===== src/rtl/fme_msix_irq_sched.sv =====
// FME interrupt scheduler: latches per-source IRQ pulses into a pending vector and serialises
// them round-robin into posted MSI-X trigger writes on an AXI4-lite master, one write in flight.
module fme_msix_irq_sched #(
  parameter int unsigned       NUM_IRQ   = 4,
  parameter int unsigned       VEC_BASE  = 6,
  parameter int unsigned       ADDR_W    = 21,
  parameter logic [ADDR_W-1:0] MSIX_ADDR = 21'h80010
) (
  input  logic               clk,
  input  logic               rst,
  input  logic [NUM_IRQ-1:0] irq_req,
  input  logic [NUM_IRQ-1:0] irq_mask,
  output logic               awvalid,
  input  logic               awready,
  output logic [ADDR_W-1:0]  awaddr,
  output logic [2:0]         awprot,
  output logic               wvalid,
  input  logic               wready,
  output logic [63:0]        wdata,
  output logic [7:0]         wstrb,
  input  logic               bvalid,
  input  logic [1:0]         bresp,
  output logic               bready,
  output logic [NUM_IRQ-1:0] pending,
  output logic               busy,
  output logic               err_sticky,
  output logic [3:0]         err_vec,
  input  logic               err_clr,
  output logic [15:0]        sent_cnt
);

  localparam int unsigned IdxW = 4;

  typedef enum logic [1:0] {StIdle, StSend, StResp} state_e;

  state_e              state_q, state_d;
  logic [NUM_IRQ-1:0]  pending_q, pending_d;
  logic [IdxW-1:0]     rr_q, rr_d;
  logic [IdxW-1:0]     idx_q, idx_d;
  logic                aw_done_q, aw_done_d;
  logic                w_done_q, w_done_d;
  logic                err_sticky_q, err_sticky_d;
  logic [3:0]          err_vec_q, err_vec_d;
  logic [15:0]         sent_cnt_q, sent_cnt_d;

  logic [NUM_IRQ-1:0]  eligible;
  logic                grant_valid;
  logic [IdxW-1:0]     grant_idx;
  logic                grant;
  logic                aw_fin, w_fin;
  logic                b_hs;

  assign eligible = pending_q & ~irq_mask;
  assign grant    = (state_q == StIdle) && grant_valid;
  // A channel counts as finished if it completed earlier or is handshaking this cycle.
  assign aw_fin   = aw_done_q || (awvalid && awready);
  assign w_fin    = w_done_q || (wvalid && wready);
  assign b_hs     = (state_q == StResp) && bvalid;

  // Round-robin search: first eligible index at or above rr, else first below rr.
  always_comb begin
    grant_valid = 1'b0;
    grant_idx   = '0;
    for (int unsigned i = 0; i < NUM_IRQ; i++) begin
      if (!grant_valid && eligible[i] && (i >= 32'(rr_q))) begin
        grant_valid = 1'b1;
        grant_idx   = IdxW'(i);
      end
    end
    for (int unsigned i = 0; i < NUM_IRQ; i++) begin
      if (!grant_valid && eligible[i] && (i < 32'(rr_q))) begin
        grant_valid = 1'b1;
        grant_idx   = IdxW'(i);
      end
    end
  end

  // FSM state register.
  always_ff @(posedge clk) begin
    if (rst) begin
      state_q <= StIdle;
    end else begin
      state_q <= state_d;
    end
  end

  // FSM next-state logic.
  always_comb begin
    state_d = state_q;
    unique case (state_q)
      StIdle:  if (grant_valid) state_d = StSend;
      StSend:  if (aw_fin && w_fin) state_d = StResp;
      StResp:  if (bvalid) state_d = StIdle;
      default: state_d = StIdle;
    endcase
  end

  // FSM outputs; each channel drops valid once its own handshake has completed.
  always_comb begin
    awvalid = (state_q == StSend) && !aw_done_q;
    wvalid  = (state_q == StSend) && !w_done_q;
    bready  = (state_q == StResp);
    busy    = (state_q != StIdle);
  end

  // Datapath next-state: pending vector, rr pointer, grant latch, error capture, counter.
  always_comb begin
    pending_d = pending_q;
    for (int unsigned i = 0; i < NUM_IRQ; i++) begin
      if (grant && (grant_idx == IdxW'(i))) pending_d[i] = 1'b0;
    end
    // New pulses override the grant clear so a re-request is served again later.
    pending_d = pending_d | irq_req;

    rr_d  = rr_q;
    idx_d = idx_q;
    if (grant) begin
      idx_d = grant_idx;
      rr_d  = (grant_idx == IdxW'(NUM_IRQ - 1)) ? '0 : grant_idx + 1'b1;
    end

    // Done flags only live inside SEND; both finishing means leaving SEND with them clear.
    aw_done_d = (state_q == StSend) && aw_fin && !w_fin;
    w_done_d  = (state_q == StSend) && w_fin && !aw_fin;

    sent_cnt_d = sent_cnt_q;
    if (b_hs) sent_cnt_d = sent_cnt_q + 16'd1;

    err_sticky_d = err_sticky_q;
    err_vec_d    = err_vec_q;
    if (err_clr) begin
      err_sticky_d = 1'b0;
      err_vec_d    = '0;
    end
    // A new error beats a coincident clear; otherwise only the first error is recorded.
    if (b_hs && (bresp != 2'b00)) begin
      err_sticky_d = 1'b1;
      if (!err_sticky_q || err_clr) err_vec_d = idx_q;
    end
  end

  // Datapath registers.
  always_ff @(posedge clk) begin
    if (rst) begin
      pending_q    <= '0;
      rr_q         <= '0;
      idx_q        <= '0;
      aw_done_q    <= 1'b0;
      w_done_q     <= 1'b0;
      err_sticky_q <= 1'b0;
      err_vec_q    <= '0;
      sent_cnt_q   <= '0;
    end else begin
      pending_q    <= pending_d;
      rr_q         <= rr_d;
      idx_q        <= idx_d;
      aw_done_q    <= aw_done_d;
      w_done_q     <= w_done_d;
      err_sticky_q <= err_sticky_d;
      err_vec_q    <= err_vec_d;
      sent_cnt_q   <= sent_cnt_d;
    end
  end

  // Constant and registered outputs; wdata reads zero when no write is in progress.
  always_comb begin
    awaddr     = MSIX_ADDR;
    awprot     = 3'b000;
    wstrb      = 8'hFF;
    wdata      = busy ? (64'(VEC_BASE) + 64'(idx_q)) : '0;
    pending    = pending_q;
    err_sticky = err_sticky_q;
    err_vec    = err_vec_q;
    sent_cnt   = sent_cnt_q;
  end

endmodule


===== config.mk =====
export PLATFORM = sky130hd
export DESIGN_NAME = fme_msix_irq_sched
export DESIGN_NICKNAME = d
export VERILOG_FILES = /design/src/rtl/fme_msix_irq_sched.sv
export SDC_FILE = /design/constraint.sdc
export NUM_CORES = 1
export LEC_CHECK = 0
export ABC_AREA = 0
export ABC_CLOCK_PERIOD_IN_PS = 4700
export CAP_MARGIN = 30
export CORE_MARGIN = 10
export CORE_UTILIZATION = 41
export DETAILED_ROUTE_END_ITERATION = 16
export GPL_TIMING_DRIVEN = 0
export PLACE_DENSITY = 0.87
export SYNTH_ARGS = -nofsm -noshare
export SYNTH_HDL_FRONTEND = slang
export SYNTH_SLANG_ARGS = --single-unit

===== constraint.sdc =====
create_clock -name clk -period 4.7 [get_ports clk]
set_input_delay 0.94 -clock clk [delete_from_list [all_inputs] [get_ports clk]]
set_output_delay 0.94 -clock clk [all_outputs]
set_load 0.02 [all_outputs]

---- Word level (Yosys, flattened, before mapping) ----
Index checks and enable logic that the tools add are counted.
Widths: inputs -> output; s select.
word-level totals
  bits in registers ....................... 37
  input bits .............................. 16
  output and inout bits ................... 125
  logic and storage cells ................. 113
cells by class
  $add $sub $neg .......................... 3
  $lt $le $gt $ge ......................... 8
  equal/unequal tests ..................... 8
  multiplexer cells ....................... 30
  bitwise operators ....................... 3
  reduce and logical (&&, ||, !) cells .... 52
operators by type and width
  operator               count
  $mux 4                 10
  $logic_and 1x1->1      31
  $add 16x1->16 const B  1
  $mux 1                 15
  $logic_not 1->1        12
  $eq 4x2->1 const B     2
  $ge 1x4->1 const A     2
  $ge 2x4->1 const A     2
  $lt 1x4->1 const A     2
  $lt 2x4->1 const A     2
  $mux 2                 3
  $ne 2x2->1 const B     3
  $pmux 2 s3             1
  $reduce_bool 2->1      3
  $add 3x4->5 const A    1
  $mux 5                 1
  $add 4x1->4 const B    1
  $and 4x4->4            1
  $eq 4x1->1 const B     1
  $logic_not 4->1        1
  $not 4->4              1
  $or 4x4->4             1
  $logic_or 1x1->1       3
  $reduce_and 3->1       1
  3 further kinds        3

---- Logic depth before layout (Yosys ltp) ----
  word-level depth ........................ 36
  depth in mapped cells ................... 6

---- Worst setup path before layout ----
No wires, ideal clock.
  path kind ............................... input port to flip-flop
  from .................................... input irq_mask[2]
  to ...................................... register rr_q[1]
  arrival time ............................ 2.242 ns
  setup slack ............................. 2.373 ns
  stages .................................. 6
  path buffers ............................ 0
  path through ............................ nand2b_1 or3b_2 and3_1 inv_1 ha_1 a211oi_1
between the ends
  longest elaborated chain between the ends .. 27
  elaborated cells on any way between the ends .. 35
ends and longest elaborated chain
  what                                       RTL line  source
  start, declared                            12        input logic [NUM_IRQ-1:0] irq_mask,
  $not 4->4 *                                53        assign eligible = pending_q & ~irq_mask;
  $and 4x4->4 *                              53
  $logic_and 1x1->1 (2 in a row)             65        if (!grant_valid && eligible[i] && (i >= 32'(rr_q))) begin
  $mux 1                                     65
  $logic_not 1->1                            65
  $logic_and 1x1->1 (2 in a row)             65
  $mux 1                                     65
  $logic_not 1->1                            71        if (!grant_valid && eligible[i] && (i < 32'(rr_q))) begin
  [8 not listed]                             -
  $logic_and 1x1->1 (2 in a row)             71
  $mux 1                                     71
  $logic_not 1->1                            71
  $logic_and 1x1->1 (2 in a row)             71
  $mux 4 *                                   71
  net grant_idx[0]                           48        logic [IdxW-1:0] grant_idx;
  $add 4x1->4 or $eq 4x2->1 (tied branches)  119       rr_d = (grant_idx == IdxW'(NUM_IRQ - 1)) ? '0 : grant_idx + 1'b1;
  $mux 4 *                                   119
  end signal, assigned                       155       rr_q <= rr_d;
  end, declared                              38        logic [IdxW-1:0] rr_q, rr_d;
Mark *: on every way through the listed nets, which the timed path passes. The rest lies on a longest branch.
A chain may end at the register's enable or synchronous reset.

---- Worst setup path in the final report ----
  from .................................... register state_q[0]
  to ...................................... output wdata[2]
between the ends
  longest elaborated chain between the ends .. 2
ends and longest elaborated chain
  what                    RTL line  source
  start, declared         36        state_e state_q, state_d;
  start signal, assigned  81        state_q <= StIdle;
  start signal, assigned  83        state_q <= state_d;
  $reduce_bool 2->1       103       busy = (state_q != StIdle);
  $mux 5                  170       wdata = busy ? (64'(VEC_BASE) + 64'(idx_q)) : '0;
  end, declared           19        output logic [63:0] wdata,
No other way between the ends.

==> results.md <==
* Row cnt at 27
* Non-Filler Instances at a little under 500
* Yosys warnings at 0
* PwrDens at approximately 230 nW/um^2
* DR iter-0 viols at 64
* GRT Overall Usage at 0.121
* Asr flop ratio synth at 0
* Ys flop type: dfxtp_1
* Drt drc at 0
* Setup violations, final at 0
* Post-CTS sizing at 0
* Startpoint types: flop
* TritonCTS clock tree: yes
* Crit path time final at 2.78 ns
* CTS buffer count at 5
* Starting Density at 0.421
* Antenna diodes at 0
* Fin Setup TNS at 0 ns
* P_leak at 0.00165 uW
* DRT Pass-1 Iters at 6
* Number of synthesized register bits at 33
* Vert. Die Dim at roughly 95 um
* Mapped Cells at 279
* Status: finished, final reports clean
* Worst Setup Slack post-DPL at 1.82 ns
* Library cells used by synthesis at 47
* Final worst setup slack at approximately 1.9 ns
* Core outline area at approximately 5500 um^2
* Largest net degree at the start of global routing at 11
* PortBufs at 47
* Die ar. at ~9100 um^2
* Max H-tree Level at 2
* Achievable Freq at 0.360 GHz
* Pins Over Slew Limit at 0
* Mapped Area at 2320 um^2
* Clk_lat worst skew at just under 0.3 ns
* Vias in the first global route at approximately 1900
* Fin. Hold Viols at 0
* Post-Route WL at 5710 um
* GRT overflow at 0
* Hold_ws at 0.494 ns
* CP Data Arrival Time at about 1.8 ns
* Initial antenna violation count at 0
* Drt wl/cell at roughly 12 um
* WS Path Type: reg -> out
* Mean post-synth cell area at 8.31 um^2
* Hold Crit Class: reg -> reg
* Vias per inst at approximately 4
* CTS clk-pin slew, worst paths at approximately 0.060 ns
* Worst vdd ir at roughly 0.00017 V
* Crit. End Element: output pin
* GPL Wtd Cong at 0.840
* Cts hold-fix bufs at 0
* Top Ports at 141
* Die W at 95.2 um
* Register area share after synthesis at 0.285
* Postcts setup bufs at 0
* Share of layout cells above drive strength 1 at 0.267
* Post-synth EDFFs at 0
* Post-DRT Antenna Nets at 0
* CTS Buffer Depth at 2
* Max-Cap Viols at 0
* Layout area overhead at 43.1%
* Root Buffer: clkbuf_8
* Worst clock skew at ~0.0047 ns
* First-pass GRT wire length at 8820 um
* Crit path max fanout at 5
* DP Cell Count at 488
* Hpwl dp at around 5000 um
* Via count at 1943
* RSZ-0062 raised after global routing: false
* Worst path required time at 3.76 ns
* Crit share post-route at 0.591
* CTS sink cnt at 33
* Nets at 444
==> area by class of cell <==
| class | count | area (um^2) |
|---|---|---|
| well taps | 72 | 90.1 |
| inverters | 12 | 45.0 |
| repair buffers | 47 | 470 |
| plain buffers | 100 | 728 |
| clock buffers | 7 | 96.3 |
| fillers | 521 | 2190 |
| clock inverters | 1 | 5.00 |
| multi-input cells | 224 | 1220 |
| flip-flops and latches | 33 | 661 |
==> kinds of logic (layout without fill, tap and decap cells) <==
logic type	Yosys count	after routing	share of synthesized area
AO/OA/AOI/OAI	27	27	0.0814
XOR/XNOR	11	11	0.0415
adder cells (fa/ha/maj)	5	5	0.0270
buffers and inverters	112	167	0.333
flip-flops	33	33	0.285
multiplexers	2	2	0.0113
other	2	92	0.00324
AND/OR/NAND/NOR	87	87	0.217
==> critical path: stages (launching register included) <==
cell and delay, ns:
dfxtp_1 0.37, or2_1 0.24, nor2b_1 0.21, buf_4 0.13, clkdlybuf4s50_1 0.60
==> layout by cell type (no fill, tap or decap), types with 6 or more instances in the layout <==
cell type,instances
xnor2_1,9
clkdlybuf4s50_1,47
inv_1,12
dfxtp_1,33
conb_1,92
buf_4,93
nor2_1,32
nand2_1,6
a21oi_1,8
clkbuf_8,7
nand2b_1,8
==> synth_stat cells, types with 4 or more instances <==
library cell / instances / area (um^2)
inv_1: 12 / 45.0
xnor2_1: 9 / 78.8
clkbuf_1: 4 / 15.0
and3b_1: 4 / 35.0
nor2b_1: 5 / 31.3
nor2_1: 32 / 120
dfxtp_1: 33 / 661
a311oi_1: 4 / 35.0
nor4_1: 5 / 31.3
nand2_1: 6 / 22.5
buf_4: 93 / 698
nand3_1: 5 / 25.0
ha_1: 5 / 62.6
nand2b_1: 8 / 50.1
a21oi_1: 8 / 40.0
==> worst paths after layout <==
path	depth (start not counted)	slack, ns	to	from
max	4	1.92	wdata[2]	state_q[0]
min	2	0.49	idx_q[0]	idx_q[0]
max reg2reg	6	2.86	rr_q[1]	pending[2]
min reg2reg	2	0.49	idx_q[0]	idx_q[0]
==> power breakdown <==
group	switching (uW)	total, uW	internal, uW
registers	10.7	300	289
logic	137	241	105
clock network	101	233	132
==> per-layer routing <==
layer,share of wire,GRT usage,vias up
li1,-,-,1021
met2,0.51,0.219,78
met5,0,0,-
met3,0.15,0.0778,8
met4,0.011,0.0449,0
met1,0.34,0.104,836
==> flip-flops by register name (all words and copies together), names as in the netlist <==
register / cells
aw_done_q: 1
err_sticky: 1
err_vec: 4
idx_q: 2
pending: 4
rr_q: 2
sent_cnt: 16
state_q: 2
w_done_q: 1
==> per-stage QoR <==
| stage | instance area, um^2 | total power (uW) | utilization |
|---|---|---|---|
| after detailed placement | 3220 | 540 | 0.584 |
| after floorplan | 2660 | 490 | - |
| after global placement | 3220 | 536 | 0.584 |
| final | 3320 | 774 | 0.603 |
| after CTS | 3320 | 776 | 0.603 |
| after global routing | 3320 | 815 | 0.603 |
Note: power is estimated with default switching activity, not from simulation.
==> variant 1 (config.mk and constraints unchanged) <==
Set the parameter `ADDR_W` to 42 (it was 21).
--- a/src/rtl/fme_msix_irq_sched.sv
+++ b/src/rtl/fme_msix_irq_sched.sv
@@ -3,7 +3,7 @@
 module fme_msix_irq_sched #(
   parameter int unsigned       NUM_IRQ   = 4,
   parameter int unsigned       VEC_BASE  = 6,
-  parameter int unsigned       ADDR_W    = 21,
+  parameter int unsigned       ADDR_W    = 42,
   parameter logic [ADDR_W-1:0] MSIX_ADDR = 21'h80010
 ) (
   input  logic               clk,
Ports: changed (resized awaddr); port bits go from 141 to 162. No check against the original RTL was run, so the function may have changed too.
==> variant 1 against the unedited design <==
- worst setup slack improved by 0.042 ns
- total power up 9.7%
- worst hold slack got worse by 0.0040 ns
- core utilization up 0.45 points
- final area is 7.7% higher
- synthesized area up 6.8%
- sequential cell count is the same
- wire length up 13%
- combinational power grew 13%
- critical path depth unchanged
- global-route usage grew 0.59 points
- die area increased by 5.3%
- largest cell class is now non-clock buffers
- largest power group unchanged
==> variant 1: results (changes against the unedited design) <==
{| class="wikitable"
! Metric !! Value
|-
| Sequential share of the synthesized area || 26.7% (-1.8 points)
|-
| Worst-case hold slack || 0.490 ns (-0.00396 ns)
|-
| Proportion of power drawn by combinational gates || 32.0% (+0.8 points)
|-
| Outcome || completed
|-
| Total Routed Length || 6.47 mm (+13%)
|-
| Routability cong. || 0.816 (-2.9%)
|-
| Layout Cell Area excl Fill || 3570 um2 (+7.7%)
|-
| First-pass DRT Iterations || 5 (-1)
|-
| Depth of the CTS H-tree || 2 (unchanged)
|-
| Area Overhead vs Synth || 44.3%
|-
| Cell types with the largest area share after synthesis || sky130_fd_sc_hd__buf_4 (35%), sky130_fd_sc_hd__dfxtp_1 (27%), sky130_fd_sc_hd__nor2_1 (4.8%), sky130_fd_sc_hd__xnor2_1 (3.2%), sky130_fd_sc_hd__ha_1 (2.5%)
|-
| First-pass GRT wire length || 10.1 mm (+15%)
|-
| Number of global-route vias before repair || 2046 (+8.7%)
|-
| Met3 usage in global routing || 8.39% (+0.61 points)
|-
| Most frequent cells after synthesis || sky130_fd_sc_hd__buf_4 (114), sky130_fd_sc_hd__dfxtp_1 (33), sky130_fd_sc_hd__nor2_1 (32), sky130_fd_sc_hd__inv_1 (12), sky130_fd_sc_hd__xnor2_1 (9)
|-
| DRC marker count from the first detailed-route iteration || 50 (-22%)
|-
| Reg-to-reg setup timing slack || 2.87 ns (about the same)
|-
| Worst IR Drop VDD || 144 uV (-13%)
|-
| Total instance count after detailed placement || 533 (+9.2%)
|-
| Gr usage total || 12.7% (+0.59 points)
|-
| Post-Place Cell Area || 3460 um2 (+7.5%)
|-
| Vias after detailed routing || 2123 (+9.3%)
|-
| Arrival time of the worst setup path || 1.80 ns (-0.04 ns)
|-
| Number of non-clock buffers || 168 (+14%)
|-
| HPWL reported at the end of detailed placement || 5.59 mm (+14%)
|-
| Number of sequential cells in the layout || 33 (unchanged)
|-
| Clock skew || 0.00577 ns (+0.00111 ns)
|-
| Lkg Pwr || 1.84 nW (+11%)
|-
| Fraction of layout cells with a size suffix above 1 || 28.5% (+1.9 points)
|-
| Clock network area share || 3.26% (+0.20 points)
|-
| Switching share of power || 31.9% (-0.11 points)
|-
| Nets || 486 (+9.5%)
|-
| Flop pwr share || 35.3% (-3.5 points)
|-
| Number of fill cells || 541 (+3.8%)
|-
| Avg Cell Area, Syn || 8.26 um2 (-0.68%)
|-
| Final period demand of the worst path || 2.74 ns (-0.0423 ns)
|-
| Leading cell category by total area || non-clock buffers
|-
| GR Layer Usage met2 || 22.6% (+0.65 points)
|-
| M1 GR Usage || 11.8% (+1.4 points)
|-
| Multi-In Gates || 245 (+9.4%)
|}
variant 1: path summary, 6_finish.rpt:
path | start | end | cells past startpoint
setup / recovery | state_q[1] | wdata[2] | 4
hold reg to reg | sent_cnt[1] | sent_cnt[1] | 2
setup reg to reg | pending[2] | rr_q[1] | 6
hold / removal | sent_cnt[1] | sent_cnt[1] | 2
variant 1: cells by family (layout without fill, tap and decap cells):
group | count (synthesis) | after routing | share of synthesized area (%)
AOI/OAI and AO/OA | 27 | 27 | 7.63
and+or+nand+nor | 87 | 87 | 20.4
xor gates and xnor gates | 11 | 11 | 3.89
DFF | 33 | 33 | 26.7
adders and majority gates | 5 | 5 | 2.53
buffers and inverters | 133 | 188 | 37.6
muxes | 2 | 2 | 1.06
other | 2 | 113 | 0.303
variant 1: routing by layer:
metal | part of all wire, % | wire length, um
met5 | 0 | 0
met4 | 0.59 | 38
met3 | 14 | 905
met1 | 34 | 2180
met2 | 52 | 3350
==> variant 2 (same flow settings) <==
Without the edit above. Re-encode `state_e` (3 states) as one-hot, 3 bits wide.
--- a/src/rtl/fme_msix_irq_sched.sv
+++ b/src/rtl/fme_msix_irq_sched.sv
@@ -31,7 +31,7 @@
 
   localparam int unsigned IdxW = 4;
 
-  typedef enum logic [1:0] {StIdle, StSend, StResp} state_e;
+  typedef enum logic [2:0] {StIdle = 3'b001, StSend = 3'b010, StResp = 3'b100} state_e;
 
   state_e              state_q, state_d;
   logic [NUM_IRQ-1:0]  pending_q, pending_d;
Behaviour: no difference found for any inputs over 10 cycles, from zero or initial values and one cycle with rst high; not proved beyond that.
==> variant 2 against the unedited design <==
- total power barely moved
- synthesized area rose by 0.92%
- count of clock-buffer cells in the layout did not move
- worst setup slack got worse by 0.24 ns
- wire length rose by 6.5%
- sequential cell count rose by 1
- final area rose by 0.34%
- core utilization fell by 0.16 points
- critical endpoint unchanged
- largest cell class unchanged
- largest power group unchanged
==> variant 2: results (changes against the unedited design) <==
{| class="wikitable"
! Metric !! Value
|-
| Clock skew || 0.00647 ns (+0.00181 ns)
|-
| Post-placement setup slack || 1.76 ns (-0.0600 ns)
|-
| Switching share of power || 32.4% (+0.37 points)
|-
| Total length of routed met3 wires || 822 um (-1.7%)
|-
| Total Routed Length || 6.08 mm (+6.5%)
|-
| Total instance count after detailed placement || 492 (+0.82%)
|-
| Number of fill cells || 506 (-2.9%)
|-
| DRC marker count from the first detailed-route iteration || 92 (+44%)
|-
| Outcome || completed
|-
| Gr usage total || 12.2% (+0.13 points)
|-
| Post-Place Cell Area || 3240 um2 (+0.66%)
|-
| Power in the clock group || 0.221 mW (-5%)
|-
| Most frequent cells after synthesis || sky130_fd_sc_hd__buf_4 (93), sky130_fd_sc_hd__dfxtp_1 (34), sky130_fd_sc_hd__nor2_1 (20), sky130_fd_sc_hd__a21oi_1 (14), sky130_fd_sc_hd__nand2_1 (11)
|-
| Power attributed to sequential cells || 0.310 mW (+3%)
|-
| Worst IR Drop VDD || 168 uV (+1.9%)
|-
| Per-cell routed wire length || 12.2 um (+5.6%)
|-
| Number of global-route vias before repair || 1906 (+1.2%)
|-
| Vias after detailed routing || 2039 (+4.9%)
|-
| Arrival time of the worst setup path || 2.08 ns (+0.24 ns)
|-
| Lkg Pwr || 1.60 nW (-3.3%)
|-
| Number of library cell types mapped by synthesis || 44 (-6.4%)
|-
| Met1 routed wirelength after detailed routing || 2.23 mm (+16%)
|-
| First-pass GRT wire length || 9.09 mm (+3.1%)
|-
| M1 GR Usage || 12.2% (+1.8 points)
|-
| Detail Route met2 WL || 2.97 mm (+2.8%)
|-
| Fraction of layout cells with a size suffix above 1 || 25.9% (-0.72 points)
|-
| HPWL reported at the end of detailed placement || 5.08 mm (+3.8%)
|-
| Cell types with the largest area share after synthesis || sky130_fd_sc_hd__buf_4 (30%), sky130_fd_sc_hd__dfxtp_1 (29%), sky130_fd_sc_hd__nor2_1 (3.2%), sky130_fd_sc_hd__a21oi_1 (3.0%), sky130_fd_sc_hd__ha_1 (2.7%)
|}
==> variant 2: critical path: stages, from the launching register on <==
cell,delay [ns]
sky130_fd_sc_hd__dfxtp_1,0.37
sky130_fd_sc_hd__nor3b_1,0.61
sky130_fd_sc_hd__nor2_1,0.12
sky130_fd_sc_hd__buf_4,0.16
sky130_fd_sc_hd__clkdlybuf4s50_1,0.53
==> variant 2: logic make-up (layout without fill, tap and decap cells) <==
kind of cell | Yosys count | count (layout) | share of synthesized area (%)
buffers and inverters | 110 | 165 | 32.6
xor gates and xnor gates | 9 | 9 | 3.37
DFF | 34 | 34 | 29.1
muxes | 1 | 1 | 0.481
AOI/OAI and AO/OA | 36 | 36 | 10.0
and+or+nand+nor | 86 | 86 | 21.4
adders and majority gates | 5 | 5 | 2.67
other | 2 | 92 | 0.321
==> variant 2: layout make-up <==
| cell class | instances | area (um2) | share of cell area (%) |
|---|---|---|---|
| well taps | 72 | 90.1 | 2.70 |
| flip-flops and latches | 34 | 681 | 20.4 |
| clock buffers | 7 | 86.3 | 2.59 |
| plain buffers | 100 | 726 | 21.8 |
| repair buffers | 47 | 470 | 14.1 |
| clock inverters | 1 | 5.00 | 0.150 |
| inverters | 10 | 37.5 | 1.13 |
| multi-input cells | 229 | 1230 | 37.1 |
==> variant 2: path summary, 6_finish.rpt <==
| check | from | slack, ns | to |
|---|---|---|---|
| worst max-delay path | state_q[0] | 1.68 | wdata[2] |
| worst min-delay path | err_vec[3] | 0.47 | err_vec[3] |
| worst max register to register | pending[1] | 2.71 | rr_q[0] |
| worst min register to register | err_vec[3] | 0.47 | err_vec[3] |
